### src/rtl/alu_rsv_station.sv
// ============================================================================
//  Module   : alu_rsv_station
//  Purpose  : Integer-ALU reservation station. Buffers dispatched ops whose
//             operands may still be in flight, snoops the CDB by tag, and
//             issues the lowest-index fully-ready op once per cycle.
//  Revision : 1.0 - initial release
// ============================================================================
`default_nettype none

`ifndef ALU_OPCODE_WIDTH
`define ALU_OPCODE_WIDTH 4
`endif
`ifndef REG_WIDTH
`define REG_WIDTH 32
`endif

module alu_rsv_station #(
   parameter int DEPTH  = 4,
   parameter int TAG_W  = 4,
   parameter int DATA_W = `REG_WIDTH
) (
   input  logic                         clk,
   input  logic                         rst,
   input  logic                         flush,
   input  logic                         disp_valid,
   output logic                         disp_ready,
   input  logic [`ALU_OPCODE_WIDTH-1:0] disp_opcode,
   input  logic [TAG_W-1:0]             disp_dst_tag,
   input  logic                         disp_src1_rdy,
   input  logic [TAG_W-1:0]             disp_src1_tag,
   input  logic [DATA_W-1:0]            disp_src1_val,
   input  logic                         disp_src2_rdy,
   input  logic [TAG_W-1:0]             disp_src2_tag,
   input  logic [DATA_W-1:0]            disp_src2_val,
   input  logic                         cdb_valid,
   input  logic [TAG_W-1:0]             cdb_tag,
   input  logic [DATA_W-1:0]            cdb_data,
   input  logic                         alu_busy,
   output logic                         issue_valid,
   output logic [`ALU_OPCODE_WIDTH-1:0] issue_opcode,
   output logic [DATA_W-1:0]            issue_src1,
   output logic [DATA_W-1:0]            issue_src2,
   output logic [TAG_W-1:0]             issue_tag,
   output logic [$clog2(DEPTH):0]       occupancy
);

   localparam int IW  = $clog2(DEPTH);
   localparam int OPW = `ALU_OPCODE_WIDTH;
   localparam logic [IW:0] C_DEPTH = (IW+1)'(DEPTH);

   // Per-entry storage; an entry is Free when !valid, Ready when both rdy set
   logic [DEPTH-1:0]  r_valid;
   logic [OPW-1:0]    r_opcode  [DEPTH];
   logic [TAG_W-1:0]  r_dst_tag [DEPTH];
   logic [DEPTH-1:0]  r_s1_rdy;
   logic [TAG_W-1:0]  r_s1_tag  [DEPTH];
   logic [DATA_W-1:0] r_s1_val  [DEPTH];
   logic [DEPTH-1:0]  r_s2_rdy;
   logic [TAG_W-1:0]  r_s2_tag  [DEPTH];
   logic [DATA_W-1:0] r_s2_val  [DEPTH];
   logic [IW:0]       r_occ;

   logic [IW-1:0]     w_free_idx;
   logic [IW-1:0]     w_sel_idx;
   logic              w_sel_found;
   logic              w_issue;
   logic              w_disp_acc;
   logic              w_d_s1_rdy;
   logic              w_d_s2_rdy;
   logic [DATA_W-1:0] w_d_s1_val;
   logic [DATA_W-1:0] w_d_s2_val;

   // Free space is judged on registered occupancy only, so an issue this cycle
   // never makes room for a dispatch this cycle.
   assign disp_ready = (r_occ != C_DEPTH);
   assign w_disp_acc = disp_valid & disp_ready;
   assign w_issue    = w_sel_found & ~alu_busy;
   assign occupancy  = r_occ;

   // Dispatch bypass: a pending source whose producer is on the CDB right now
   // is captured as ready, otherwise it would miss the broadcast forever.
   assign w_d_s1_rdy = disp_src1_rdy | (cdb_valid & (cdb_tag == disp_src1_tag));
   assign w_d_s2_rdy = disp_src2_rdy | (cdb_valid & (cdb_tag == disp_src2_tag));
   assign w_d_s1_val = disp_src1_rdy ? disp_src1_val : cdb_data;
   assign w_d_s2_val = disp_src2_rdy ? disp_src2_val : cdb_data;

   // Lowest-index free slot and lowest-index ready slot (scan high->low so the lowest wins)
   always_comb begin
      w_free_idx  = '0;
      w_sel_idx   = '0;
      w_sel_found = 1'b0;
      for (int i = DEPTH - 1; i >= 0; i--) begin
         if (!r_valid[i]) begin
            w_free_idx = IW'(i);
         end
         if (r_valid[i] && r_s1_rdy[i] && r_s2_rdy[i]) begin
            w_sel_idx   = IW'(i);
            w_sel_found = 1'b1;
         end
      end
   end

   // Entry state, wakeup, issue registers and occupancy; flush acts like reset
   always_ff @(posedge clk) begin
      if (rst || flush) begin
         r_valid      <= '0;
         r_occ        <= '0;
         issue_valid  <= 1'b0;
         issue_opcode <= '0;
         issue_src1   <= '0;
         issue_src2   <= '0;
         issue_tag    <= '0;
      end else begin
         // Wakeup uses the pre-edge ready bits, so a woken entry selects next cycle
         for (int i = 0; i < DEPTH; i++) begin
            if (r_valid[i] && !r_s1_rdy[i] && cdb_valid && (cdb_tag == r_s1_tag[i])) begin
               r_s1_rdy[i] <= 1'b1;
               r_s1_val[i] <= cdb_data;
            end
            if (r_valid[i] && !r_s2_rdy[i] && cdb_valid && (cdb_tag == r_s2_tag[i])) begin
               r_s2_rdy[i] <= 1'b1;
               r_s2_val[i] <= cdb_data;
            end
         end

         if (w_issue) begin
            r_valid[w_sel_idx] <= 1'b0;
            issue_valid        <= 1'b1;
            issue_opcode       <= r_opcode[w_sel_idx];
            issue_src1         <= r_s1_val[w_sel_idx];
            issue_src2         <= r_s2_val[w_sel_idx];
            issue_tag          <= r_dst_tag[w_sel_idx];
         end else begin
            issue_valid <= 1'b0;
         end

         // The free slot is never the issuing slot, so these writes cannot collide
         if (w_disp_acc) begin
            r_valid[w_free_idx]   <= 1'b1;
            r_opcode[w_free_idx]  <= disp_opcode;
            r_dst_tag[w_free_idx] <= disp_dst_tag;
            r_s1_rdy[w_free_idx]  <= w_d_s1_rdy;
            r_s1_tag[w_free_idx]  <= disp_src1_tag;
            r_s1_val[w_free_idx]  <= w_d_s1_val;
            r_s2_rdy[w_free_idx]  <= w_d_s2_rdy;
            r_s2_tag[w_free_idx]  <= disp_src2_tag;
            r_s2_val[w_free_idx]  <= w_d_s2_val;
         end

         r_occ <= r_occ + (IW+1)'(w_disp_acc) - (IW+1)'(w_issue);
      end
   end

endmodule

`default_nettype wire

### config.mk
export PLATFORM = sky130hd
export DESIGN_NAME = alu_rsv_station
export DESIGN_NICKNAME = d
export VERILOG_FILES = /design/src/rtl/alu_rsv_station.sv
export SDC_FILE = /design/constraint.sdc
export NUM_CORES = 1
export LEC_CHECK = 0
export BUFFER_PORTS_ARGS = -buffer_cell sky130_fd_sc_hd__buf_2
export CORE_ASPECT_RATIO = 1.4
export CORE_MARGIN = 8
export CORE_UTILIZATION = 50
export DETAILED_ROUTE_END_ITERATION = 8
export MAX_ROUTING_LAYER = met4
export PLACE_DENSITY = 0.7
export SLEW_MARGIN = 5
export SYNTH_ARGS = -nofsm -noshare
export SYNTH_HDL_FRONTEND = slang
export SYNTH_SLANG_ARGS = --single-unit
### constraint.sdc
create_clock -name clk -period 3.7 [get_ports clk]
set_input_delay 0.74 -clock clk [delete_from_list [all_inputs] [get_ports clk]]
set_output_delay 0.74 -clock clk [all_outputs]
set_load 0.1 [all_outputs]
Word-level counts from Yosys, hierarchy flattened --
Memories as Yosys holds them, arrays and structs flattened. A register that Yosys moved wholly into a read port is not among the register bits. Cells that the tools add are included.
Operators by class: mux-type cells 69, $add $sub $neg 2, equality and inequality tests 11, multipliers 0, reduce and logical (&&, ||, !) cells 43, $lt $le $gt $ge 4, shifts and indexed selects 0, bitwise operators 10, divide/modulo/power cells 0
Operator list (number):
- two-way mux 32 bit | 2
- two-way mux 1 bit | 50
- equality test 4 bit | 10
- logical AND 1 bit | 34
- two-way mux 4 bit | 5
- two-way mux 2 bit | 8
- bitwise mux 4 bit | 2
- logical NOT 1 bit | 8
- less-than comparator 2 x 3 -> 1 bit (second input constant) | 2
- AND 1 bit | 4
- AND 4 bit | 1
- demux 1 bit (select 2 bit) | 2
- greater-or-equal comparator 2 x 1 -> 1 bit (second input constant) | 2
- inverter 4 bit | 1
- bitwise OR 4 bit | 1
- adder 3 x 1 -> 3 bit | 1
- != test 3 bit (second input constant) | 1
- subtractor 3 x 1 -> 3 bit | 1
- bitwise OR 1 bit | 2
- logical OR 1 bit | 1
- inverter 1 bit | 1
Storage, ports and cells: output and inout port bits 77, bits in registers 16, bits in latches 0, memory bits (read-only) 0, memories 6, RAM bits 320
Memories:
- r_s1_val | words 4, width 32, rd ports 1, clocked after memory_dff 1, wr ports 5, RTL line 57 | logic [DATA_W-1:0] r_s1_val [DEPTH];
- r_s2_val | words 4, width 32, rd ports 1, clocked after memory_dff 1, wr ports 5, RTL line 60 | logic [DATA_W-1:0] r_s2_val [DEPTH];
- r_dst_tag | words 4, width 4, rd ports 1, clocked after memory_dff 1, wr ports 1, RTL line 54 | logic [TAG_W-1:0] r_dst_tag [DEPTH];
- r_opcode | words 4, width 4, rd ports 1, clocked after memory_dff 1, wr ports 1, RTL line 53 | logic [OPW-1:0] r_opcode [DEPTH];
- r_s1_tag | words 4, width 4, rd ports 4, clocked after memory_dff 0, wr ports 1, RTL line 56 | logic [TAG_W-1:0] r_s1_tag [DEPTH];
- r_s2_tag | words 4, width 4, rd ports 4, clocked after memory_dff 0, wr ports 1, RTL line 59 | logic [TAG_W-1:0] r_s2_tag [DEPTH];

Longest topological paths before layout --
Gate-level depths: netlist (run 1).
depth in word-level cells 16, mapped depth 12, gate-level depth less buffers 10

Least setup slack after synthesis (run 1) --
OpenSTA, ideal clock, no wires.
path type reg2reg, start reg r_occ[1], in the netlist occupancy[1], end mem r_s1_val[3][0] (netlist bit) (enable), path buffers 0, library setup time 421 ps, stages on the path, launching flop included 5, arrival 3152 ps, clock period less this slack 3573 ps, setup slack 127 ps, required time 3279 ps, path through dfxtp_1 nor3b_4 nor4_1 a31oi_1 nor2_1
RTL lines:
- start, declared | RTL line 61 | logic [IW:0] r_occ;
- start signal, assigned | RTL line 150 | r_occ <= r_occ + (IW+1)'(w_disp_acc) - (IW+1)'(w_issue);
- end, declared | RTL line 57

==> results.cfg, run 1 <==
[timing]
worst_slew_margin_rel = 0.298
fin_setup_tns_ps = 0
timing.final.crit_share = 0.735
fin_hold_ws_ps = 411
drv_slew = 0
rsz0062_at_grt = false
skew_ps = 9.47
setup_viol = 0
min_period_ps = 2720
hold_viol = 0
setup_slack_ps = 982
fmax_mhz = 368
worst_pin_slew_ps = 1050

[critical_path]
worstPathCellList = nand2_2 > or4b_1 > nor2_8 > buf_4 > mux2_4
cp_num_buf_inv = 1
critPathRequiredTime_ps = 3990
path_max_fanout = 16
worstReg2RegEnd = r_s1_val[2][27]
cpMaxStageDelayCell = or4b_1
rrSetupSlack_ps = 980
cp_top_family = simple AND/OR/NAND/NOR gates
cp.arrival_ps = 3010
setup.worst_path.end_class = flop
start_kind = flop
r2r_cells = 5
crit_path_max_incr_delay_ps = 740
r2r_start = r_valid[0]
crit_type = flop to flop

[die]
io_pins = 201
core_sq_mm = 0.0372
fp.dieH_um = 245
row_count = 84
dieArea_sq_mm = 0.0439
start_util = 0.503
die_w_um = 179

[power_and_ir_drop]
p_leak_nw = 7.62
p_int_mw = 7.59
ir_drop_uv = 380
clockPowerShare = 0.422
power_mw = 9.68
swShare = 0.216
power_switching_mw = 2.09
p_per_area_mw_per_mm2 = 448
p_seq_frac = 0.519
p_comb_frac = 0.059

[worst_hold_path]
min_to = r_dst_tag[3][2]
hold_path_class = input pin to flop
min_from = disp_dst_tag[2]
holdPathStages = 1

[place]
place_ws_ps = 535
placed_area_sq_mm = 0.0203
place.gp.congestion = 0.840
port_buffers = 200
dp.cells = 1969
dp_hpwl_mm = 32.6

[synthesis]
synth_area_per_cell_sq_um = 13.7
syn_area_sq_mm = 0.0187
syn_inst = 1362
async_reset_ff_frac = 0
synth_nets = 1489
synth_edf_count = 328
synth_seq_cells = 408
synth_top_flop_cell = edfxtp_1
ys_seq_area_frac = 0.612
ys_warn_count = 0
synthDistinctLibCells = 50

[clocking]
cts_buffer_depth = 3
clock-sinks = 408
post_cts_resized = 0
cts_setup_buffers = 0
htree_levels = 2
path_clk_slew_ps = 60
hold_buffers = 0
cts_tree = yes
cts_buffers = 40
clock_latency_ps = 550
cts_root_buf = clkbuf_16

[finish]
postLayoutCellArea_sq_mm = 0.0216
area_growth_pct = 15.7
nNetsFinal = 1665
layout-drive-gt1-share = 0.355
final_core_util = 0.581
ff_latch_area_sq_mm = 0.0115
multi_input_area_sq_mm = 0.00678
final_cell_mix = 328 x edfxtp_1, 200 x buf_2, 199 x mux2_2
final_cell_count_no_fill = 2053
layout_commonest_cell = edfxtp_1
fillers = 3023

[global_routing]
grt_max_degree = 143
antenna_found_initial = 10
grt_pass1_wl_mm = 79.3
grt_pass1_vias = 13067
gr-total-overflow = 0
grt_util_all_layers = 0.240

[routing]
drc = 0
drt_first_pass_iters = 5
first_iter_violations = 1022
vias = 12643
drt-total-wl_mm = 53.0
avgRoutedWirePerCell_um = 25.8
drtAntennaViolNets = 0
via_per_inst = 6.16

[outcome]
status = finished, final reports clean

[run]
cap_violations = 0
state kept, by name, indices dropped and copies added, names as in the netlist:
name          cells
r_s1_rdy          4
issue_src1       32
issue_valid       1
r_s1_val        128
r_s1_tag         16
occupancy         3
issue_tag         4
r_s2_tag         16
issue_src2       32
r_s2_val        128
r_dst_tag        16
r_valid           4
r_s2_rdy          4
r_opcode         16
issue_opcode      4
cell families after synthesis:
family,share of synthesized area
AND/OR/NAND/NOR,0.0577
buffers and inverters,0.0316
adder cells (fa/ha/maj),0.00241
flip-flops,0.612
multiplexers,0.160
XOR/XNOR,0.0197
AO/OA/AOI/OAI,0.116
cells in the mapped netlist (18+ instances only):
| cell | n | area, sq um |
|---|---|---|
| a21o_1 | 69 | 518 |
| a22oi_1 | 65 | 488 |
| a31oi_1 | 78 | 488 |
| buf_2 | 23 | 115 |
| buf_4 | 18 | 135 |
| clkbuf_1 | 50 | 188 |
| dfxtp_1 | 80 | 1600 |
| edfxtp_1 | 328 | 9850 |
| mux2_1 | 27 | 304 |
| mux2_2 | 199 | 2240 |
| mux2_4 | 30 | 450 |
| nand2_1 | 82 | 308 |
| nand3_1 | 83 | 415 |
| o21ai_0 | 73 | 365 |
| xnor2_1 | 23 | 201 |
| xor2_1 | 19 | 166 |
final cells by class:
class                      count  share of cell area
inverter                       8             0.00139
timing repair buffer         237              0.0672
sequential                   408               0.529
multi-input combinational    843               0.313
tap                          473              0.0274
clock inverter                18             0.00781
clock buffer                  56              0.0523
antenna                       10             0.00116
routing by layer:
| metal | part of all wire | vias up | global-route usage |
|---|---|---|---|
| li1 | - | 5635 | - |
| met1 | 0.39 | 6353 | 0.277 |
| met2 | 0.51 | 547 | 0.416 |
| met3 | 0.069 | 108 | 0.0388 |
| met4 | 0.030 | 0 | 0.0983 |
| met5 | 0 | - | - |
power groups by stage:
| stage | clock network [mW] | registers (mW) | logic, mW |
|---|---|---|---|
| after floorplan | 0 | 5.17 | 0.278 |
| after global placement | 0 | 5.12 | 0.546 |
| final | 4.09 | 5.03 | 0.568 |
| after global routing | 4.31 | 5.03 | 0.607 |
| after CTS | 4.14 | 5.03 | 0.567 |
| after detailed placement | 0 | 5.13 | 0.564 |
worst max-delay path by stage:
stage,from,endpoint,cells after the start
detailed placement,flush,r_s1_val[2][28],6
CTS,r_valid[0],r_s1_val[2][27],5
global route,r_valid[0],r_s1_val[2][27],5
floorplan,occupancy[1],r_s1_val[3][0],4
finish,r_valid[0],r_s1_val[2][27],5
global placement,flush,r_s1_val[2][22],6
worst register-to-register path: stages, from the launching register on:
cell and delay, ps:
dfxtp_1 460, nand2_2 160, or4b_1 740, nor2_8 510, buf_4 280, mux2_4 310
No activity file was read; power rests on OpenSTA's default activity.
==> run 2: changes to the inputs <==
--- a/config.mk
+++ b/config.mk
@@ -11,7 +11,7 @@
 export CORE_UTILIZATION = 50
 export DETAILED_ROUTE_END_ITERATION = 8
 export MAX_ROUTING_LAYER = met4
-export PLACE_DENSITY = 0.7
+export PLACE_DENSITY = 0.72
 export SLEW_MARGIN = 5
 export SYNTH_ARGS = -nofsm -noshare
 export SYNTH_HDL_FRONTEND = slang
==> constraint.sdc (replaced) <==
create_clock -name clk -period 2.25 [get_ports clk]
set_input_delay 0.45 -clock clk [delete_from_list [all_inputs] [get_ports clk]]
set_output_delay 0.45 -clock clk [all_outputs]
set_load 0.1 [all_outputs]
==> results.cfg, run 2 (synthesized netlist as in run 1, its figures left out) <==
[finish]
area_growth_pct = 19.7
layout_commonest_cell = edfxtp_1
final_core_util = 0.602
nNetsFinal = 1734
multi_input_area_sq_mm = 0.00681
ff_latch_area_sq_mm = 0.0115
layout-drive-gt1-share = 0.390
fillers = 2923
final_cell_mix = 328 x edfxtp_1, 200 x buf_2, 199 x mux2_2
postLayoutCellArea_sq_mm = 0.0224
reg_top3 = r_s1_val (128), r_s2_val (128)

[timing]
hold_viol = 0
timing.final.crit_share = 0.984
min_period_ps = 2210
fin_hold_ws_ps = 118
worst_slew_margin_rel = 0.441
fmax_mhz = 452
rsz0062_at_grt = false
worst_pin_slew_ps = 831
drv_slew = 0
fin_setup_tns_ps = 0
setup_viol = 0
skew_ps = 23.9

[place]
port_buffers = 200
placed_area_sq_mm = 0.0211
dp_hpwl_mm = 35.5
place.gp.congestion = 0.883

[power_and_ir_drop]
power_mw = 15.5
p_per_area_mw_per_mm2 = 692
ir_drop_uv = 618
p_leak_nw = 8.01

[global_routing]
grt_pass1_wl_mm = 82.1
antenna_found_initial = 12
gr-total-overflow = 0
grt_pass1_vias = 13544
grt_util_all_layers = 0.250
grt_max_degree = 143

[routing]
first_iter_violations = 1127
drt-total-wl_mm = 55.0
avgRoutedWirePerCell_um = 25.9
via_per_inst = 6.15
drc = 0
drt_first_pass_iters = 5
vias = 13058
drtAntennaViolNets = 0

[die]
dieArea_sq_mm = 0.0439
fp.dieH_um = 245
start_util = 0.503
io_pins = 201
die_w_um = 179
core_sq_mm = 0.0372
row_count = 84

[clocking]
clock-sinks = 408
cts_buffer_depth = 3
cts_tree = yes
cts_root_buf = clkbuf_16
hold_buffers = 0
clock_latency_ps = 550
htree_levels = 2
cts_buffers = 39
path_clk_slew_ps = 70

[worst_hold_path]
hold_path_class = input pin to flop

[critical_path]
cp.arrival_ps = 2500
critPathRequiredTime_ps = 2530
worstPathCellList = nor3b_4 > or4b_4 > buf_6 > nor2_8 > buf_12 > mux2_4
rrSetupSlack_ps = 40
start_kind = flop
crit_type = flop to flop
crit_path_max_incr_delay_ps = 510
path_max_fanout = 10
setup.worst_path.end_class = flop
cpMaxStageDelayCell = or4b_4

[run]
cap_violations = 0

[outcome]
status = finished, final reports clean
[run 2: layout make-up]
| cell class | instances | share of cell area |
|---|---|---|
| clock buffers | 56 | 0.0487 |
| repair buffers | 307 | 0.101 |
| flip-flops and latches | 408 | 0.512 |
| clock inverters | 15 | 0.00419 |
| diodes | 12 | 0.00134 |
| multi-input cells | 843 | 0.304 |
| inverters | 8 | 0.00157 |
| well taps | 473 | 0.0264 |
[run 2: worst paths after layout]
path                           to            start  cells after the start
setup / recovery  r_s1_val[2][11]     occupancy[2]                      6
hold / removal    r_dst_tag[0][0]  disp_dst_tag[0]                      1
setup reg to reg  r_s1_val[2][11]     occupancy[2]                      6
hold reg to reg   issue_opcode[2]   r_opcode[0][2]                      2
[run 2: stage by stage]
step	setup slack, ps	cells
global placement	-197	2038
detailed placement	-145	2038
floorplan	-593	1362
global route	7.89	2121
finish	35.7	2122
CTS	13.9	2109
[run 2: power breakdown]
| group | internal, mW | switching [mW] | total (mW) | leakage, nW |
|---|---|---|---|---|
| Clock | 3.40 | 2.83 | 6.23 | 0.582 |
| Combinational | 0.430 | 0.565 | 0.994 | 3.82 |
| Sequential | 8.23 | 0.0351 | 8.26 | 3.61 |
[run 2: repair_timing]
item | CTS | global route
pin swaps | 1 | 1
setup endpoints to repair | 6 | 57
resized for setup | 0 | 6
endpoints found under the hold margin | 0 | 0
buffers inserted | 0 | 1
[run 2: metal layers]
layer | wire [um] | up-vias | global-route usage
met3 | 3780 | 118 | 0.0394
met4 | 2100 | 0 | 0.108
met5 | 0 | - | -
met2 | 28400 | 614 | 0.432
li1 | - | 5768 | -
met1 | 20700 | 6558 | 0.286
[run 2: critical path, delay by kind of cell, from the launching register on]
kind	cells	cell delay, ps
AND/OR/NAND/NOR	3	910
flip-flops	1	360
buffers and inverters	2	350
multiplexers	1	310
==> run 3: changes to the inputs <==
--- a/config.mk
+++ b/config.mk
@@ -9,8 +9,8 @@
 export CORE_ASPECT_RATIO = 1.4
 export CORE_MARGIN = 8
 export CORE_UTILIZATION = 50
+export CTS_BUF_LIST = sky130_fd_sc_hd__clkbuf_2 sky130_fd_sc_hd__clkbuf_4 sky130_fd_sc_hd__clkbuf_8
 export DETAILED_ROUTE_END_ITERATION = 8
-export MAX_ROUTING_LAYER = met4
 export PLACE_DENSITY = 0.72
 export SLEW_MARGIN = 5
 export SYNTH_ARGS = -nofsm -noshare
==> results.cfg, run 3 (synthesized netlist as in run 1, its figures left out) <==
[critical_path]
setup.worst_path.end_class = flop
cp_top_family = simple AND/OR/NAND/NOR gates
path_max_fanout = 6
crit_path_max_incr_delay_ps = 490
start_kind = flop
critPathRequiredTime_ps = 2600
cp.arrival_ps = 2580
worstPathCellList = nor3b_4 > or4b_4 > buf_8 > nor2_8 > clkbuf_16 > mux2_4
cp_num_buf_inv = 2
crit_type = flop to flop
cpMaxStageDelayCell = or4b_4

[clocking]
clock-sinks = 408
cts_buffers = 66
cts_tree = yes
cts_buffer_depth = 3
path_clk_slew_ps = 70
clock_latency_ps = 610
cts_root_buf = clkbuf_8
htree_levels = 3

[timing]
fin_setup_tns_ps = 0
rsz0062_at_grt = true
worst_slew_margin_rel = 0.459
drv_slew = 0
timing.final.crit_share = 0.991
min_period_ps = 2230
setup_viol = 0
worst_pin_slew_ps = 804
fmax_mhz = 448
fin_hold_ws_ps = 64.4
hold_viol = 0
skew_ps = 30.2

[finish]
reg_top3 = r_s1_val (128), r_s2_val (128)
nNetsFinal = 1767
area_growth_pct = 21.0
multi_input_area_sq_mm = 0.00682
ff_latch_area_sq_mm = 0.0115
layout_commonest_cell = edfxtp_1
final_cell_mix = 328 x edfxtp_1, 199 x buf_2, 198 x mux2_2
postLayoutCellArea_sq_mm = 0.0226
layout-drive-gt1-share = 0.413
fillers = 2896

[power_and_ir_drop]
p_per_area_mw_per_mm2 = 691
ir_drop_uv = 489
p_leak_nw = 8.18
power_mw = 15.6

[place]
port_buffers = 200
placed_area_sq_mm = 0.0211
place.gp.congestion = 0.869
dp_hpwl_mm = 35.5

[die]
start_util = 0.503
dieArea_sq_mm = 0.0439
fp.dieH_um = 245
die_w_um = 179
row_count = 84
io_pins = 201
core_sq_mm = 0.0372

[routing]
drtAntennaViolNets = 0
first_iter_violations = 1126
drc = 0
drt-total-wl_mm = 55.8
via_per_inst = 6.10
drt_first_pass_iters = 5
vias = 13243
avgRoutedWirePerCell_um = 25.7

[run]
cap_violations = 0

[global_routing]
grt_pass1_vias = 13771
grt_util_all_layers = 0.245
grt_max_degree = 143
grt_pass1_wl_mm = 82.5
gr-total-overflow = 0
antenna_found_initial = 10

[worst_hold_path]
hold_path_class = input pin to flop

[outcome]
status = finished, final reports clean
-- run 3: cell count changes in the layout (fill, tap and decap cells not counted), sizes merged --
cell | before | now
clkbuf | 56 | 104
diode | 12 | 8
buf | 307 | 309
clkinv | 13 | 15
clkinvlp | 3 | 4
-- run 3: area by class of cell --
cell class / count / share of cell area
Antenna cell: 8 / 0.000885
Clock buffer: 100 / 0.0536
Clock inverter: 18 / 0.00398
Inverter: 8 / 0.00155
Multi-Input combinational cell: 843 / 0.301
Sequential cell: 408 / 0.507
Tap cell: 473 / 0.0262
Timing Repair Buffer: 313 / 0.106
-- run 3: worst paths after layout --
check             startpoint              end  slack, ps  cells after the start
max             occupancy[2]  r_s1_val[2][10]         20                      6
min reg2reg   r_s2_val[0][4]    issue_src2[4]        510                      2
max reg2reg     occupancy[2]  r_s1_val[2][10]         20                      6
min          disp_dst_tag[0]  r_dst_tag[0][0]         60                      1
-- run 3: report_power, final --
part	leakage, nW	switching (mW)	total (mW)	internal (mW)
combinational	3.88	0.568	1.01	0.437
clock	0.690	2.91	6.36	3.45
sequential	3.61	0.0347	8.27	8.23
total	8.18	3.51	15.6	12.1
-- run 3: repair_timing --
| item | 4_1_cts | 5_1_grt |
|---|---|---|
| setup buffers | 0 | 3 |
| setup endpoints to repair | 2 | 63 |
| pin swaps | 1 | 3 |
| cloned | 0 | 4 |
| hold buffers | 0 | 0 |
| resized for setup | 1 | 9 |
-- run 3: worst register-to-register path, delay by kind of cell (launching register included) --
kind,cells,cell delay [ps]
AND/OR/NAND/NOR,3,950
buffers and inverters,2,390
flip-flops,1,340
multiplexers,1,290
-- run 3: routing by layer --
metal | routed length [um] | vias to the layer above | share of wire | global-route usage
met5 | 13 | - | 0.00023 | 0
met4 | 2050 | 2 | 0.037 | 0.118
met3 | 4120 | 129 | 0.074 | 0.0482
met2 | 28700 | 635 | 0.51 | 0.432
met1 | 20900 | 6623 | 0.38 | 0.283
li1 | - | 5854 | - | -
-- run 3: stage by stage --
stage | setup WS [ps] | util | std cells
5_1_grt | -8.88 | 0.608 | 2166
3_3_place_gp | -197 | 0.568 | 2038
3_5_place_dp | -145 | 0.568 | 2038
2_1_floorplan | -593 | - | 1362
6_report | 20.1 | 0.608 | 2171
4_1_cts | 5.73 | 0.603 | 2156
